==> src/rtl/grv_sample_streamer.sv <==
// Pair-wide FIFO behind the Box-Muller generator, serialised as a 16-bit
// valid/ready sample stream (grv1 then grv2 of each pair).
module grv_sample_streamer #(
    parameter int DEPTH = 8,
    parameter int AW    = 3
) (
    input  logic          clk,
    input  logic          reset,
    input  logic          clear,
    input  logic          in_valid,
    input  logic [15:0]   in_grv1,
    input  logic [15:0]   in_grv2,
    output logic          out_valid,
    input  logic          out_ready,
    output logic [15:0]   out_data,
    output logic          out_sel,
    output logic [AW:0]   fill_level,
    output logic [15:0]   overflow_cnt
);

    logic [31:0]   mem [DEPTH];
    logic [AW-1:0] wr_ptr;
    logic [AW-1:0] rd_ptr;
    logic [31:0]   head;
    logic          full;
    logic          accept;
    logic          pop;
    logic          half;
    logic          push;
    logic          drop;

    always_comb begin
        full      = (fill_level == (AW+1)'(DEPTH));
        out_valid = (fill_level != '0);
        accept    = out_valid & out_ready;
        pop       = accept & out_sel;
        half      = accept & ~out_sel;
        // A pop frees the slot in the same edge, so a full FIFO still takes a pair.
        push      = in_valid & (~full | pop);
        drop      = in_valid & full & ~pop;
        head      = mem[rd_ptr];
        if (!out_valid)
            out_data = '0;
        else if (out_sel)
            out_data = head[15:0];
        else
            out_data = head[31:16];
    end

    // Storage has no reset; only pointers and counters define what is valid.
    always_ff @(posedge clk) begin
        if (push && !clear)
            mem[wr_ptr] <= {in_grv1, in_grv2};
    end

    always_ff @(posedge clk or negedge reset) begin
        if (!reset) begin
            wr_ptr       <= '0;
            rd_ptr       <= '0;
            out_sel      <= 1'b0;
            fill_level   <= '0;
            overflow_cnt <= '0;
        end else if (clear) begin
            wr_ptr       <= '0;
            rd_ptr       <= '0;
            out_sel      <= 1'b0;
            fill_level   <= '0;
            overflow_cnt <= '0;
        end else begin
            if (push)
                wr_ptr <= wr_ptr + 1'b1;
            if (pop)
                rd_ptr <= rd_ptr + 1'b1;
            if (pop)
                out_sel <= 1'b0;
            else if (half)
                out_sel <= 1'b1;
            if (push && !pop)
                fill_level <= fill_level + 1'b1;
            else if (pop && !push)
                fill_level <= fill_level - 1'b1;
            if (drop && overflow_cnt != '1)
                overflow_cnt <= overflow_cnt + 1'b1;
        end
    end

endmodule

==> config.mk <==
export PLATFORM = sky130hd
export DESIGN_NAME = grv_sample_streamer
export DESIGN_NICKNAME = d
export VERILOG_FILES = /design/src/rtl/grv_sample_streamer.sv
export SDC_FILE = /design/constraint.sdc
export NUM_CORES = 1
export LEC_CHECK = 0
export ABC_CLOCK_PERIOD_IN_PS = 10400
export CAP_MARGIN = 20
export CORE_MARGIN = 10
export CORE_UTILIZATION = 63
export CTS_CLUSTER_DIAMETER = 60
export DETAILED_ROUTE_END_ITERATION = 16
export PLACE_DENSITY = 0.84
export SYNTH_ARGS = -nofsm -noshare
export SYNTH_HDL_FRONTEND = slang
export SYNTH_SLANG_ARGS = --single-unit
==> constraint.sdc <==
create_clock -name clk -period 10.4 [get_ports clk]
set_input_delay 1.04 -clock clk [delete_from_list [all_inputs] [get_ports clk]]
set_output_delay 1.04 -clock clk [all_outputs]
set_load 0.02 [all_outputs]
Word-level counts from Yosys, hierarchy flattened:

Memory sizes are Yosys's and may differ from the RTL's.
Index checks and enable logic that the tools add are counted.
W data, S select, Z words.

* logic and storage cells: 52
* output and inout port bits: 38
* bits in read-only memories: 0
* input bits: 37
* memories kept: 1
* RAM bits: 256
* bits in latches: 0
* flip-flop bits (word level): 27

* $add $sub $neg: 5
* muxes and demuxes: 16
* bitwise operators: 10
* $mul: 0
* order comparisons: 0
* shifts and indexed selects: 0
* reductions and logical operators: 13
* equal/unequal tests: 2
* div/mod/pow operators: 0

Memory list
* mem: words 8, bits a word 32, rd ports 1, clocked after memory_dff 0, wr ports 1, line 21 `logic [31:0] mem [DEPTH];`

Operators with widths (number)
* $mux W16: 4
* $add A16 B1 Y16 const B: 1
* $ne A16 B16 Y1 const B: 1
* $mux W3: 4
* $mux W4: 3
* $add A3 B1 Y3 const B: 2
* $and A1 B1 Y1: 6
* $reduce_bool A2 Y1: 3
* $reduce_bool A3 Y1: 2
* $mux W1: 5
* $add A4 B1 Y4 const B: 1
* $eq A4 B4 Y1 const B: 1
* $logic_and A1 B1 Y1: 4
* $reduce_bool A4 Y1: 1
* $sub A4 B1 Y4 const B: 1
* $logic_not A1 Y1: 3
* $not A1 Y1: 3
* $or A1 B1 Y1: 1

Depth between registers and ports, before layout:

* word-level depth: 10
* mapped depth: 10
* depth with buffers taken out: 9

Least setup slack after synthesis:

Ideal clock, no wire load.

* path type: input port to flip-flop
* from: input out_ready
* to: memory mem[0][0] (enable)
* library setup time: 0.461 ns
* stages on the path: 5
* path buffers: 0
* required time: 9.939 ns
* data arrival time: 3.924 ns
* path slack: 6.015 ns
* cell sequence: a21boi_2 -> nand2_1 -> nand2_1 -> or3_1 -> nor3_1

* cells in the longest elaborated chain, start to end: 7

RTL lines
* from (decl): line 14 `input logic out_ready,`
* $and A1 B1 Y1: line 35 `accept = out_valid & out_ready;`
* $and A1 B1 Y1: line 36 `pop = accept & out_sel;`
* $or A1 B1 Y1: line 39 `push = in_valid & (~full | pop);`
* $and A1 B1 Y1: line 39
* $logic_and A1 B1 Y1: line 52 `if (push && !clear)`
* $mux W1: line 52
* $mux W1 (implied by the code): line 53 `mem[wr_ptr] <= {in_grv1, in_grv2};`
* to (decl): line 21

Every way passes these cells.

Worst setup path in the final report:

* from: register rd_ptr[0]
* to: output out_data[15]

* cells in the longest elaborated chain, start to end: 3

RTL lines
* from (decl): line 23 `logic [AW-1:0] rd_ptr;`
* from (signal assigned): line 73 `rd_ptr <= rd_ptr + 1'b1;`
* $mem_v2 Z8 W32
* $mux W16: line 44 `else if (out_sel)`
* $mux W16: line 42 `if (!out_valid)`
* to (decl): line 15 `output logic [15:0] out_data,`

Every way passes these cells.

==> results.md <==
* Simple-gate area share of the yosys netlist at 3.94%
* Placed insts at 849
* Post-synth EDFFs at 256
* Asr flop ratio synth at 9.54%
* Reg2Reg Depth at 9
* RSZ-0062 raised after global routing: no
* Total core area at between 0.015 and 0.02 sq mm
* Critical Path RT at 9.36 ns
* DIE HEIGHT at 154 um
* Finished Cell Area at 0.0132 sq mm
* Total GRT Usage at 20.8%
* Fraction of the mapped netlist area in adder cells at less than 1%
* Die W at between 150 and 200 um
* Max IR drop VDD at 0.168 mV
* First-pass DRT Iterations at 5
* Hold_sp: fill_level[3]
* Leading area contributor after synthesis: edfxtp_1
* HPWL after DPL at 13700 um
* Detail Route Antenna Nets at 0
* Final setup fails at 0
* Synth cell count leaders: 256 x edfxtp_1, 64 x mux4_2, 37 x mux2i_1
* Longest Clk Path Bufs at 3
* CTS tree: built
* Via-per-instance ratio at 6.49
* Reg2reg start: fill_level[2]
* Register clock-pin slew on the reported worst setup and hold paths at 0.06 ns
* Worst slew margin at ~36%
* Yosys warns at 0
* Most frequent cell after synthesis: edfxtp_1
* Main synth FF type: edfxtp_1
* CTS root buf: clkbuf_16
* Worst setup path end: out_data[15]
* Least-Margin Pin Slew at 0.956 ns
* First-pass GRT wire length at approximately 38000 um
* IO Port Bufs at 74
* Mapped Nets at 606
* Critical Path Fanout Max at 48
* Slowest CP cell: buf_4
* Drc violations at 0
* CP Launch Type: flop
* XOR/XNOR share of the synthesized area at 1.17%
* Initial detailed-routing violation count at 465
* Initial antenna violation count at 4
* Die area at 0.0236 sq mm
* Hold Slack at 0.592 ns
* Later-pin clock latency in the skew report at around 0.53 ns
* Post-layout util at about three quarters
* Layout area overhead at 17.4%
* Largest net degree at the start of global routing at 67
* Final setup margin at 5.59 ns
* Via count at around 6000
* CP Class: flop to output pin
* Flip-flop and latch area at 0.00837 sq mm
* Proportion of netlist area held by the largest area contributor at between 60% and 70%
* R2r endpoint: fill_level[3]
* Drt total wl at 24900 um
* Initial core utilization at 64.7%
* Layout Cells excl Fill at 903
* Net count, final at 696
* Crit share post-route at 46.3%
* Fillers at around 950
* TNS Setup at 0 ns
* Area contributors post-synth: edfxtp_1 68%, mux4_2 13%, dfrtp_1 6.0%
* Share of post-route cells with drive strength above 1 at 21.4%
* Cells after Synth at 563
* Worst Setup SP: rd_ptr[0]
* Mux cell area share after synthesis at 16.2%
* PwrDens at 212 mW/mm^2
* Status: completed
* TritonCTS Sinks at roughly 280
* # rows at 48
* H-tree Lvls at 1
* Cell Chain, Critical Path: buf_4, mux4_2, mux2i_1, o22ai_1, clkdlybuf4s50_1
* Crit end category: output pin
* Mean Syn Cell Area at around 20 sq um
* Min-Delay Path Class: flop to flop
* Setup Skew at 0.0140 ns
* Mapped cell area at 0.0113 sq mm
* Largest stage delay, worst path at approximately 0.8 ns
* Post-cts resize count at 0
* CP arrival at 3.77 ns
* Post-CTS setup buffers at 0
* Hold_buf cts at 0
* Placed inst area at 0.0124 sq mm
* GP Congestion at 0.785
* Multi-input logic area at between 0.002 and 0.003 sq mm
* Wire per inst at 27.5 um
* I/O Pins at 75
* Sequential area share after synthesis at 74.2%
* Final hold violation count at 0
* Vias in the first global route at 6038
* Grt total ovfl at 0
* Flop and latch count out of synthesis at 283
* Largest family of logic cells by synthesized area: multiplexers
* Peak Freq at 0.208 GHz
* Netlist cell types at 47
* R2R Setup Slk at 7.50 ns
* Total power at 2.81 mW
* Place WS at 6.17 ns
* Max cap viols at 0
* Total CTS buffers at 27
* LEAKAGE at 4.18 nW
* Crit path time final at 4.81 ns
* Complex-gate fraction of the synthesized area at 2.59%
* Slew Limit Fails at 0
## how the worst min path moves through the flow
stage                     slack, ns                to  cells past startpoint
final                          0.59     fill_level[3]                      2
after floorplan                0.55         wr_ptr[0]                      2
after global routing           0.62     fill_level[3]                      2
after CTS                      0.59  overflow_cnt[15]                      2
after global placement         0.55     fill_level[3]                      2
after detailed placement       0.58     fill_level[3]                      2
## critical path: cells and delay by family (launching register included)
kind / cells / cell delay (ns)
AO/OA/AOI/OAI: 1 / 0.18
buffers and inverters: 2 / 1.41
flip-flops: 1 / 0.67
multiplexers: 2 / 0.95
## cells by family (layout without fill, tap and decap cells)
logic type / after synthesis / in the layout
AND/OR/NAND/NOR: 84 / 84
flip-flops: 283 / 283
other: 0 / 4
XOR/XNOR: 15 / 15
AO/OA/AOI/OAI: 40 / 40
multiplexers: 102 / 102
adder cells (fa/ha/maj): 6 / 6
buffers and inverters: 33 / 144
## cell usage in the layout (no fill, tap or decap), types with 5 or more instances in the layout
cell	netlist	routed
clkdlybuf4s50_1	0	74
o22ai_1	16	16
edfxtp_1	256	256
nand2_1	13	13
inv_1	7	7
nor2_1	29	23
nand3_1	6	6
a21oi_1	7	7
xor2_1	6	6
and3_1	5	5
buf_4	0	12
mux4_2	64	64
mux2i_1	37	37
ha_1	5	5
xnor2_1	9	9
clkbuf_1	13	5
clkinv_2	0	8
dfrtp_1	27	24
nor2_4	0	6
nand4_1	5	5
clkbuf_16	0	27
## power by group
group	switching, mW	internal [mW]	total (mW)
registers	0.0343	1.28	1.32
clock network	0.396	0.558	0.955
logic	0.294	0.241	0.536
total	0.725	2.08	2.81
## layer usage
| metal | GRT usage (%) | part of all wire (%) | vias up |
|---|---|---|---|
| li1 | - | - | 2492 |
| met1 | 26.4 | 40 | 3100 |
| met2 | 35.5 | 52 | 230 |
| met3 | 3.63 | 6.4 | 36 |
| met4 | 6.84 | 2.4 | 0 |
| met5 | 0 | 0 | - |
## sequential cells by signal, indices dropped and copies added (netlist names)
signal        flops
rd_ptr            3
fill_level        4
overflow_cnt     16
wr_ptr            3
out_sel           1
mem             256
## area by class of cell
class                      instances  area share (%)
clock inverter                    17            1.22
multi-input combinational        247            21.4
sequential                       283            63.2
tap                              225            2.13
inverter                           7           0.199
clock buffer                      33            5.35
timing repair buffer              87            6.43
antenna                            4          0.0756
Note: power is estimated with default switching activity, not from simulation.
